--- src/rtl/mano_io_device.sv ---
// rtl/mano_io_device.sv - Mano-style character I/O device with receive FIFO and handshaked transmit register
//
// Ports:
//   CLK, RST_N        clock (rising edge) and asynchronous active-low reset
//   rx_valid/rx_data  host byte offered to the input channel; rx_ready = FIFO not full
//   INPR, FGI         input register and input flag seen by the CPU
//   cpu_inp           CPU INP pulse: acknowledges INPR by clearing FGI
//   cpu_out, cpu_ac   CPU OUT pulse and AC value loaded into OUTR
//   OUTR, FGO         output register and output flag (1 = device ready for a byte)
//   tx_valid/tx_data  OUTR offered to the host; tx_ready completes the transfer
//   cpu_ion, cpu_iof  set/clear interrupt enable (clear wins)
//   IEN, intr_req     interrupt enable and request (IEN & (FGI | FGO))
//   out_err           sticky: OUT issued while the output channel was busy
module mano_io_device #(
    parameter int FIFO_DEPTH = 4
) (
    input  logic       CLK,
    input  logic       RST_N,
    input  logic       rx_valid,
    input  logic [7:0] rx_data,
    output logic       rx_ready,
    output logic [7:0] INPR,
    output logic       FGI,
    input  logic       cpu_inp,
    input  logic       cpu_out,
    input  logic [7:0] cpu_ac,
    output logic [7:0] OUTR,
    output logic       FGO,
    output logic       tx_valid,
    output logic [7:0] tx_data,
    input  logic       tx_ready,
    input  logic       cpu_ion,
    input  logic       cpu_iof,
    output logic       IEN,
    output logic       intr_req,
    output logic       out_err
);

    localparam int AW = $clog2(FIFO_DEPTH);

    // ---------------- input channel ----------------
    logic [7:0]    mem [FIFO_DEPTH];
    logic [AW-1:0] wr_ptr;
    logic [AW-1:0] rd_ptr;
    logic [AW:0]   count;
    logic          push;
    logic          pop;

    assign rx_ready = (count < (AW+1)'(FIFO_DEPTH));
    assign push     = rx_valid & rx_ready;
    // Reload uses the registered FGI, so a cpu_inp clear always leaves a
    // one-cycle FGI=0 gap before the next byte appears.
    assign pop      = ~FGI & (count != '0);

    always_ff @(posedge CLK) begin
        if (push) begin
            mem[wr_ptr] <= rx_data;
        end
    end

    always_ff @(posedge CLK or negedge RST_N) begin
        if (!RST_N) begin
            wr_ptr <= '0;
            rd_ptr <= '0;
            count  <= '0;
            INPR   <= 8'h00;
            FGI    <= 1'b0;
        end else begin
            if (push) begin
                wr_ptr <= wr_ptr + AW'(1);
            end
            if (pop) begin
                rd_ptr <= rd_ptr + AW'(1);
                INPR   <= mem[rd_ptr];
                FGI    <= 1'b1;
            end else if (cpu_inp && FGI) begin
                FGI <= 1'b0;
            end
            case ({push, pop})
                2'b10:   count <= count + (AW+1)'(1);
                2'b01:   count <= count - (AW+1)'(1);
                default: count <= count;
            endcase
        end
    end

    // ---------------- output channel ----------------
    typedef enum logic {
        ST_IDLE = 1'b0,
        ST_BUSY = 1'b1
    } out_state_t;

    out_state_t state;
    out_state_t next_state;
    logic       outr_load;
    logic       err_set;

    always_ff @(posedge CLK or negedge RST_N) begin
        if (!RST_N) begin
            state <= ST_IDLE;
        end else begin
            state <= next_state;
        end
    end

    always_comb begin
        next_state = state;
        outr_load  = 1'b0;
        err_set    = 1'b0;
        case (state)
            ST_IDLE: begin
                if (cpu_out) begin
                    outr_load  = 1'b1;
                    next_state = ST_BUSY;
                end
            end
            ST_BUSY: begin
                // OUT while busy is dropped; OUTR must stay stable for the host.
                if (cpu_out) begin
                    err_set = 1'b1;
                end
                if (tx_ready) begin
                    next_state = ST_IDLE;
                end
            end
            default: next_state = ST_IDLE;
        endcase
    end

    always_ff @(posedge CLK or negedge RST_N) begin
        if (!RST_N) begin
            OUTR    <= 8'h00;
            out_err <= 1'b0;
        end else begin
            if (outr_load) begin
                OUTR <= cpu_ac;
            end
            if (err_set) begin
                out_err <= 1'b1;
            end
        end
    end

    assign FGO      = (state == ST_IDLE);
    assign tx_valid = (state == ST_BUSY);
    assign tx_data  = OUTR;

    // ---------------- interrupts ----------------
    always_ff @(posedge CLK or negedge RST_N) begin
        if (!RST_N) begin
            IEN <= 1'b0;
        end else if (cpu_iof) begin
            IEN <= 1'b0;
        end else if (cpu_ion) begin
            IEN <= 1'b1;
        end
    end

    assign intr_req = IEN & (FGI | FGO);

endmodule

--- config.mk ---
export PLATFORM = sky130hd
export DESIGN_NAME = mano_io_device
export DESIGN_NICKNAME = d
export VERILOG_FILES = /design/src/rtl/mano_io_device.sv
export SDC_FILE = /design/constraint.sdc
export NUM_CORES = 1
export LEC_CHECK = 0
export ABC_AREA = 1
export BUFFER_PORTS_ARGS = -buffer_cell sky130_fd_sc_hd__buf_4
export CAP_MARGIN = 20
export CORE_MARGIN = 8
export CORE_UTILIZATION = 55
export DETAILED_ROUTE_END_ITERATION = 8
export GPL_TIMING_DRIVEN = 0
export PLACE_DENSITY = 0.8
export SLEW_MARGIN = 0
export SYNTH_ARGS = -nofsm -noshare
export SYNTH_HDL_FRONTEND = slang
export SYNTH_SLANG_ARGS = --single-unit
--- constraint.sdc ---
create_clock -name CLK -period 2.4 [get_ports CLK]
set_input_delay 0.12 -clock CLK [delete_from_list [all_inputs] [get_ports CLK]]
set_output_delay 0.12 -clock CLK [all_outputs]
set_load 0.03 [all_outputs]
==> results of run 1 <==
sequential cells by signal, summed over array words and instances, names as in the netlist:
name / count
mem: 32
INPR: 8
OUTR: 8
count: 3
rd_ptr: 2
wr_ptr: 2
FGI: 1
IEN: 1
out_err: 1
tx_valid: 1
metrics by stage:
step           instances  total power [µW]
5_1_grt              398              4444
2_1_floorplan        262              2621
4_1_cts              398              4193
6_report             398              4160
3_3_place_gp         369              3101
3_5_place_dp         369              3164
cells in the mapped netlist, types with 2 or more instances:
cell      number
xnor2_1        2
dfrtp_1       27
buf_2          4
buf_4          8
inv_1         46
edfxtp_1      32
ha_1           5
buf_6          3
inv_2          2
nand3_1       25
xor2_1         3
nand2_1       87
nor2_1         8
o21ai_0        3
path summary, 6_finish.rpt:
| check | start | to | slack [ns] | cells past startpoint |
|---|---|---|---|---|
| max in group asynchronous | RST_N | OUTR[5] | 1.89 | 2 |
| hold / removal | cpu_ac[5] | OUTR[5] | 0.02 | 3 |
| min in group asynchronous | RST_N | count[0] | 0.25 | 2 |
| hold reg to reg | out_err | out_err | 0.46 | 1 |
| setup reg to reg | count[1] | count[2] | 0.57 | 10 |
| setup / recovery | count[1] | count[2] | 0.57 | 10 |
worst max-delay path, delay by kind of cell, from the launching register on:
| family | cells | cell delay, ns |
|---|---|---|
| xor gates and xnor gates | 1 | 0.14 |
| buffers and inverters | 2 | 0.22 |
| adders and majority gates | 2 | 0.57 |
| DFF | 1 | 0.39 |
| and+or+nand+nor | 5 | 0.38 |
logic make-up (layout without fill, tap and decap cells):
logic type               Yosys count  count (layout)  synth area share (%)
AND/OR/NAND/NOR                  121             121                 18.83
AO/OA/AOI/OAI                      7               7                 1.545
adder cells (fa/ha/maj)            6               6                 3.187
XOR/XNOR                           5               5                 1.690
flip-flops                        59              59                 63.16
buffers and inverters             64             146                 11.59
area by class of cell:
type	instances	area, µm²	share of cell area [%]
sequential	59	1637	47.88
multi-input combinational	139	654.4	19.14
timing repair buffer	66	528.0	15.45
clock buffer	13	190.2	5.564
inverter	49	186.4	5.454
buffer	15	113.9	3.331
tap	54	67.56	1.977
clock inverter	3	41.29	1.208
report_power, final:
part           switching [µW]  leakage, µW  internal (µW)  total, µW
Clock                     375     0.000114            624        999
Combinational            1080      0.00101            631       1710
Sequential                126     0.000614           1330       1450
Total                    1580      0.00174           2580       4160
routing by layer:
metal	vias to the layer above	wire length, µm	global-route usage, %	share of wire [%]
li1	953	-	-	-
met1	857	2265	18.90	41
met2	72	2764	26.41	50
met3	5	451	6.829	8.1
met4	0	59	7.767	1.1
met5	-	0	0	0
==> impl_metrics.toml, run 1 <==
[outcome]
status = "complete, no violations"

[grt]
grt_pass1_vias = 1881
grt_usage_pct = 16.56
overflow = 0
grt_max_degree = 28
grt_antenna_before_repair = 0
grt_pass1_wl_mm = 9.101

[clocking]
root_buffer = "clkbuf_8"
h-tree-depth = 3
clk_latency_ns = 0.34
cts-resized-gates = 0
clock-sinks = 59
post_cts_buffers = 0
clockBufferDepth = 2
clk_pin_slew_ns = 0.06
numCtsBuffers = 9
cts_tree = "done"
hold_buffers = 13

[timing]
post-route-period-util_pct = 76.37
rsz0062_at_grt = "false"
timing.fmax_mhz = 545.6
finalHoldViolations = 0
fin_crit_ns = 1.833
max_slew.worst_pin.slew_ns = 0.8156
finalSetupViolations = 0
finalSetupTns_ns = 0
hold_slack_ns = 0.02027
maxSlewViolCount = 0
setup_ws_ns = 0.5672
max-slew-margin-rel_pct = 45.43
skew_ns = 0.006091

[drt]
dr_total_vias = 1887
drtAntennaViolNets = 0
wl_per_cell_um = 13.92
first_iter_violations = 120
first_pass_iters = 4
wirelength_mm = 5.540
viasPerCell = 4.741
drcViolationCount = 0

[worst_setup_path]
critPathMaxFanout = 9
crit_path_top_delay_cell = "dfrtp_1"
cp_cell_sequence = "nor2_1 > nand2_1 > nand2_2 > inv_2 > ha_1 > inv_1 > fa_1 > nand2_1 > nand3_1 > xor2_1"
critPathMostFrequentCell = "nand2_1"
worstPathArrival_ns = 2.06
worstSetupStartpointType = "flop"
crit_path_max_incr_delay_ns = 0.39
path_class = "reg -> reg"
required_ns = 2.62
cp-end-kind = "flop"

[place]
dpl.hpwl_mm = 3.780
port-buffer-count = 53
gp_congestion = 0.7371
postPlaceCellArea_mm2 = 0.003057
dp_slack_ns = 0.6032

[logic_synthesis]
ys_ff_latch = 59
ys_top_cells_by_area = "edfxtp_1 37%, dfrtp_1 26%, nand2_1 13%"
synthArstFlopShare_pct = 45.76
synth_cells = 262
avgSynthCellArea_um2 = 9.890
netlist_area_mm2 = 0.002591
synth_cell_types = 21
synth_edf_count = 32
yosysWarnings = 0
ys_seq_area_share_pct = 63.16
yosys_most_used_dff = "edfxtp_1"
syn_nets = 292
synth_largest_area_cell = "edfxtp_1"
synth.top_cell.area_share_pct = 37.08

[worst_hold_path]
hold_path_class = "in -> reg"

[layout]
fin_area_mm2 = 0.003418
post_route_cells_drive_above_1_share_pct = 25.29
final_common_cell = "nand2_1"
fillers = 324
final_cell_mix = "87 x nand2_1, 61 x buf_4, 46 x inv_1"
fin_util_pct = 73.84
fin_nets = 369
syn_to_final_growth_pct = 31.92
num_antenna_cells = 0

[pwr]
ir_drop_v = 0.0006397
power.density_mw_per_mm2 = 1217
p_leak_uw = 0.001742

[floorplanning]
die_h_um = 84.64
start_util_pct = 55.97
core_mm2 = 0.004629
die_w_um = 84.64
core.rowCount = 25
boundaryPins = 55
die-area_mm2 = 0.007164

[job]
maxCapViolCount = 0
(Power assumes the default switching activity.)
==> run 2: changes to the inputs <==
--- a/config.mk
+++ b/config.mk
@@ -5,14 +5,14 @@
 export SDC_FILE = /design/constraint.sdc
 export NUM_CORES = 1
 export LEC_CHECK = 0
-export ABC_AREA = 1
+export ABC_AREA = 0
 export BUFFER_PORTS_ARGS = -buffer_cell sky130_fd_sc_hd__buf_4
 export CAP_MARGIN = 20
 export CORE_MARGIN = 8
-export CORE_UTILIZATION = 55
+export CORE_UTILIZATION = 53
 export DETAILED_ROUTE_END_ITERATION = 8
 export GPL_TIMING_DRIVEN = 0
-export PLACE_DENSITY = 0.8
+export PLACE_DENSITY = 0.79
 export SLEW_MARGIN = 0
 export SYNTH_ARGS = -nofsm -noshare
 export SYNTH_HDL_FRONTEND = slang
==> constraint.sdc (replaced) <==
create_clock -name CLK -period 1.75 [get_ports CLK]
set_input_delay 0.0875 -clock CLK [delete_from_list [all_inputs] [get_ports CLK]]
set_output_delay 0.0875 -clock CLK [all_outputs]
set_load 0.03 [all_outputs]
==> run 2 against run 1 <==
  * Critical path depth decreased by 2
  * Die area is 2.9% lower
  * Fmax increased by 8.0%
  * Final cell count shrank 28%
  * Combinational power grew 44%
  * Register-to-register slack got worse by 0.51 ns
  * Highest routed layer unchanged
==> impl_metrics.toml, run 2 <==
[worst_setup_path]
cp_cell_sequence = "nor3_4 > nor2_4 > ha_4 > inv_2 > fa_2 > xor2_1 > nor2_1 > xnor2_1"
crit_path_top_delay_cell = "dfrtp_1"
critPathMaxFanout = 3
worstPathArrival_ns = 1.94
r2r_start = "count[0]"
path_class = "reg -> reg"
worstSetupStartpointType = "flop"
crit_path_max_incr_delay_ns = 0.40
r2r_slack_ns = 0.05
r2r-end = "count[2]"
ff2ff_path_depth = 8
cp-end-kind = "flop"
required_ns = 2.00

[timing]
post-route-period-util_pct = 96.95
fin_crit_ns = 1.697
finalHoldViolations = 0
finalSetupTns_ns = 0
timing.fmax_mhz = 589.4
max-slew-margin-rel_pct = 59.61
finalSetupViolations = 0
rsz0062_at_grt = "true"
max_slew.worst_pin.slew_ns = 0.6058
skew_ns = 0.01149
maxSlewViolCount = 0

[logic_synthesis]
ys_seq_area_share_pct = 67.95
avgSynthCellArea_um2 = 17.71
synth_cells = 136
ys_top_cells_by_area = "edfxtp_1 40%, dfrtp_1 28%, mux4_2 7.5%"
synth_cell_types = 25
yosys_most_used_dff = "edfxtp_1"
syn_nets = 166
post-synth-top-count-cell = "edfxtp_1"
synthArstFlopShare_pct = 45.76
synth.top_cell.area_share_pct = 39.90
synth_common_cells = "32 x edfxtp_1, 27 x dfrtp_1, 9 x inv_1"
synth_largest_area_cell = "edfxtp_1"
netlist_area_mm2 = 0.002409
synth_edf_count = 32
yosysWarnings = 0
ys_ff_latch = 59

[clocking]
h-tree-depth = 3
clk_latency_ns = 0.34
numCtsBuffers = 9
clockBufferDepth = 2
root_buffer = "clkbuf_8"
clk_pin_slew_ns = 0.07
cts_tree = "done"
clock-sinks = 59

[floorplanning]
boundaryPins = 55
core.rowCount = 24
die_h_um = 83.41
die_w_um = 83.41
start_util_pct = 55.32
die-area_mm2 = 0.006957
core_mm2 = 0.004354

[grt]
grt_usage_pct = 16.45
overflow = 0
grt_max_degree = 28
grt_antenna_before_repair = 0
grt_pass1_wl_mm = 8.804
grt_pass1_vias = 1695

[drt]
viasPerCell = 4.989
first_pass_iters = 4
dr_total_vias = 1422
drtAntennaViolNets = 0
drcViolationCount = 0
first_iter_violations = 35
wl_per_cell_um = 18.88
wirelength_mm = 5.382

[layout]
syn_to_final_growth_pct = 41.30
largest_reg_flops = 32
fin_util_pct = 78.16
final_common_cell = "buf_4"
fin_area_mm2 = 0.003403
top_regs = "mem: 32 flops, INPR: 8 flops, OUTR: 8 flops"
post_route_cells_drive_above_1_share_pct = 48.07
regMostFlops = "mem"
fillers = 237
num_antenna_cells = 0
final_cell_mix = "69 x buf_4, 32 x edfxtp_1, 25 x dfrtp_1"
fin_nets = 258

[job]
maxCapViolCount = 0

[place]
dpl.hpwl_mm = 3.435
port-buffer-count = 54
gp_congestion = 0.7200
postPlaceCellArea_mm2 = 0.002913

[pwr]
p_leak_uw = 0.001468
ir_drop_v = 0.001325
power.density_mw_per_mm2 = 1721

[worst_hold_path]
hold_path_class = "in -> async"

[outcome]
status = "complete, no violations"
run 2: changes by cell type after synthesis, moves of 4 or more:
cell     change
mux2_4       +8
inv_1       -37
mux4_2       +8
mux2_1       +8
and2_1       +4
nor2_1       -4
nand2_1     -86
nand3_1     -25
run 2: final cells by class:
class | instances | area, µm² | area share (%)
Buffer | 11 | 80.08 | 2.353
Clock buffer | 12 | 176.4 | 5.184
Clock inverter | 4 | 45.04 | 1.324
Inverter | 9 | 33.78 | 0.9926
Multi-Input combinational cell | 55 | 685.7 | 20.15
Sequential cell | 59 | 1639 | 48.16
Tap cell | 52 | 65.06 | 1.912
Timing Repair Buffer | 83 | 678.2 | 19.93
run 2: layer usage:
layer,GRT usage [%],vias up,part of all wire [%],wire (µm)
met5,0,-,0,0
met1,15.45,712,36,1927
met2,30.69,41,57,3072
met3,5.957,11,4.8,259
met4,7.692,0,2.3,123
li1,-,658,-,-
run 2: worst max-delay path by stage:
stage          startpoint  endpoint  slack, ns  depth (start not counted)
3_5_place_dp     count[2]  count[2]      -0.13                          9
6_report         count[0]  count[2]       0.05                          8
5_1_grt          count[0]  count[2]      -0.09                          8
3_3_place_gp     count[2]  count[2]      -0.05                          9
2_1_floorplan    count[2]  count[2]       0.01                          9
4_1_cts          count[2]  count[2]      0.004                          9
run 2: where the power goes:
| part | internal [µW] | leakage, µW | switching (µW) |
|---|---|---|---|
| combinational | 1230 | 0.000748 | 1230 |
| clock | 814 | 0.000117 | 527 |
| sequential | 1840 | 0.000603 | 213 |
run 2: stage by stage:
stage	total power [µW]	setup WS, ns	instances	hold WS (ns)
2_1_floorplan	3699	0.01408	136	-0.2081
6_report	5855	0.05346	285	0.2131
4_1_cts	5873	0.003725	283	0.2160
3_3_place_gp	4271	-0.05017	242	0.02071
3_5_place_dp	4402	-0.1340	242	0.02781
5_1_grt	6171	-0.08654	285	0.2172
run 2: critical path: cells and delay by family (launching register included):
kind / cells / cell delay, ns
xor+xnor: 2 / 0.27
fa+ha+maj: 2 / 0.53
buf+inv: 1 / 0.04
flops: 1 / 0.40
simple gates: 3 / 0.37
run 2: kinds of logic (layout without fill, tap and decap cells):
group / after synthesis / in the layout / synth area share, %
AND/OR/NAND/NOR: 13 / 13 / 3.272
multiplexers: 25 / 25 / 16.62
buffers and inverters: 22 / 119 / 5.091
AO/OA/AOI/OAI: 5 / 5 / 1.454
XOR/XNOR: 6 / 6 / 2.182
flip-flops: 59 / 59 / 67.95
adder cells (fa/ha/maj): 6 / 6 / 3.429
run 2: repair_timing:
action                                  CTS  global route
hold endpoints to repair                 71             0
buffers inserted                          3             4
resized for setup                         3             4
endpoints found under the setup margin    2             2
gates cloned                              0             0
hold buffers                             22             0
pin swaps                                 2             6
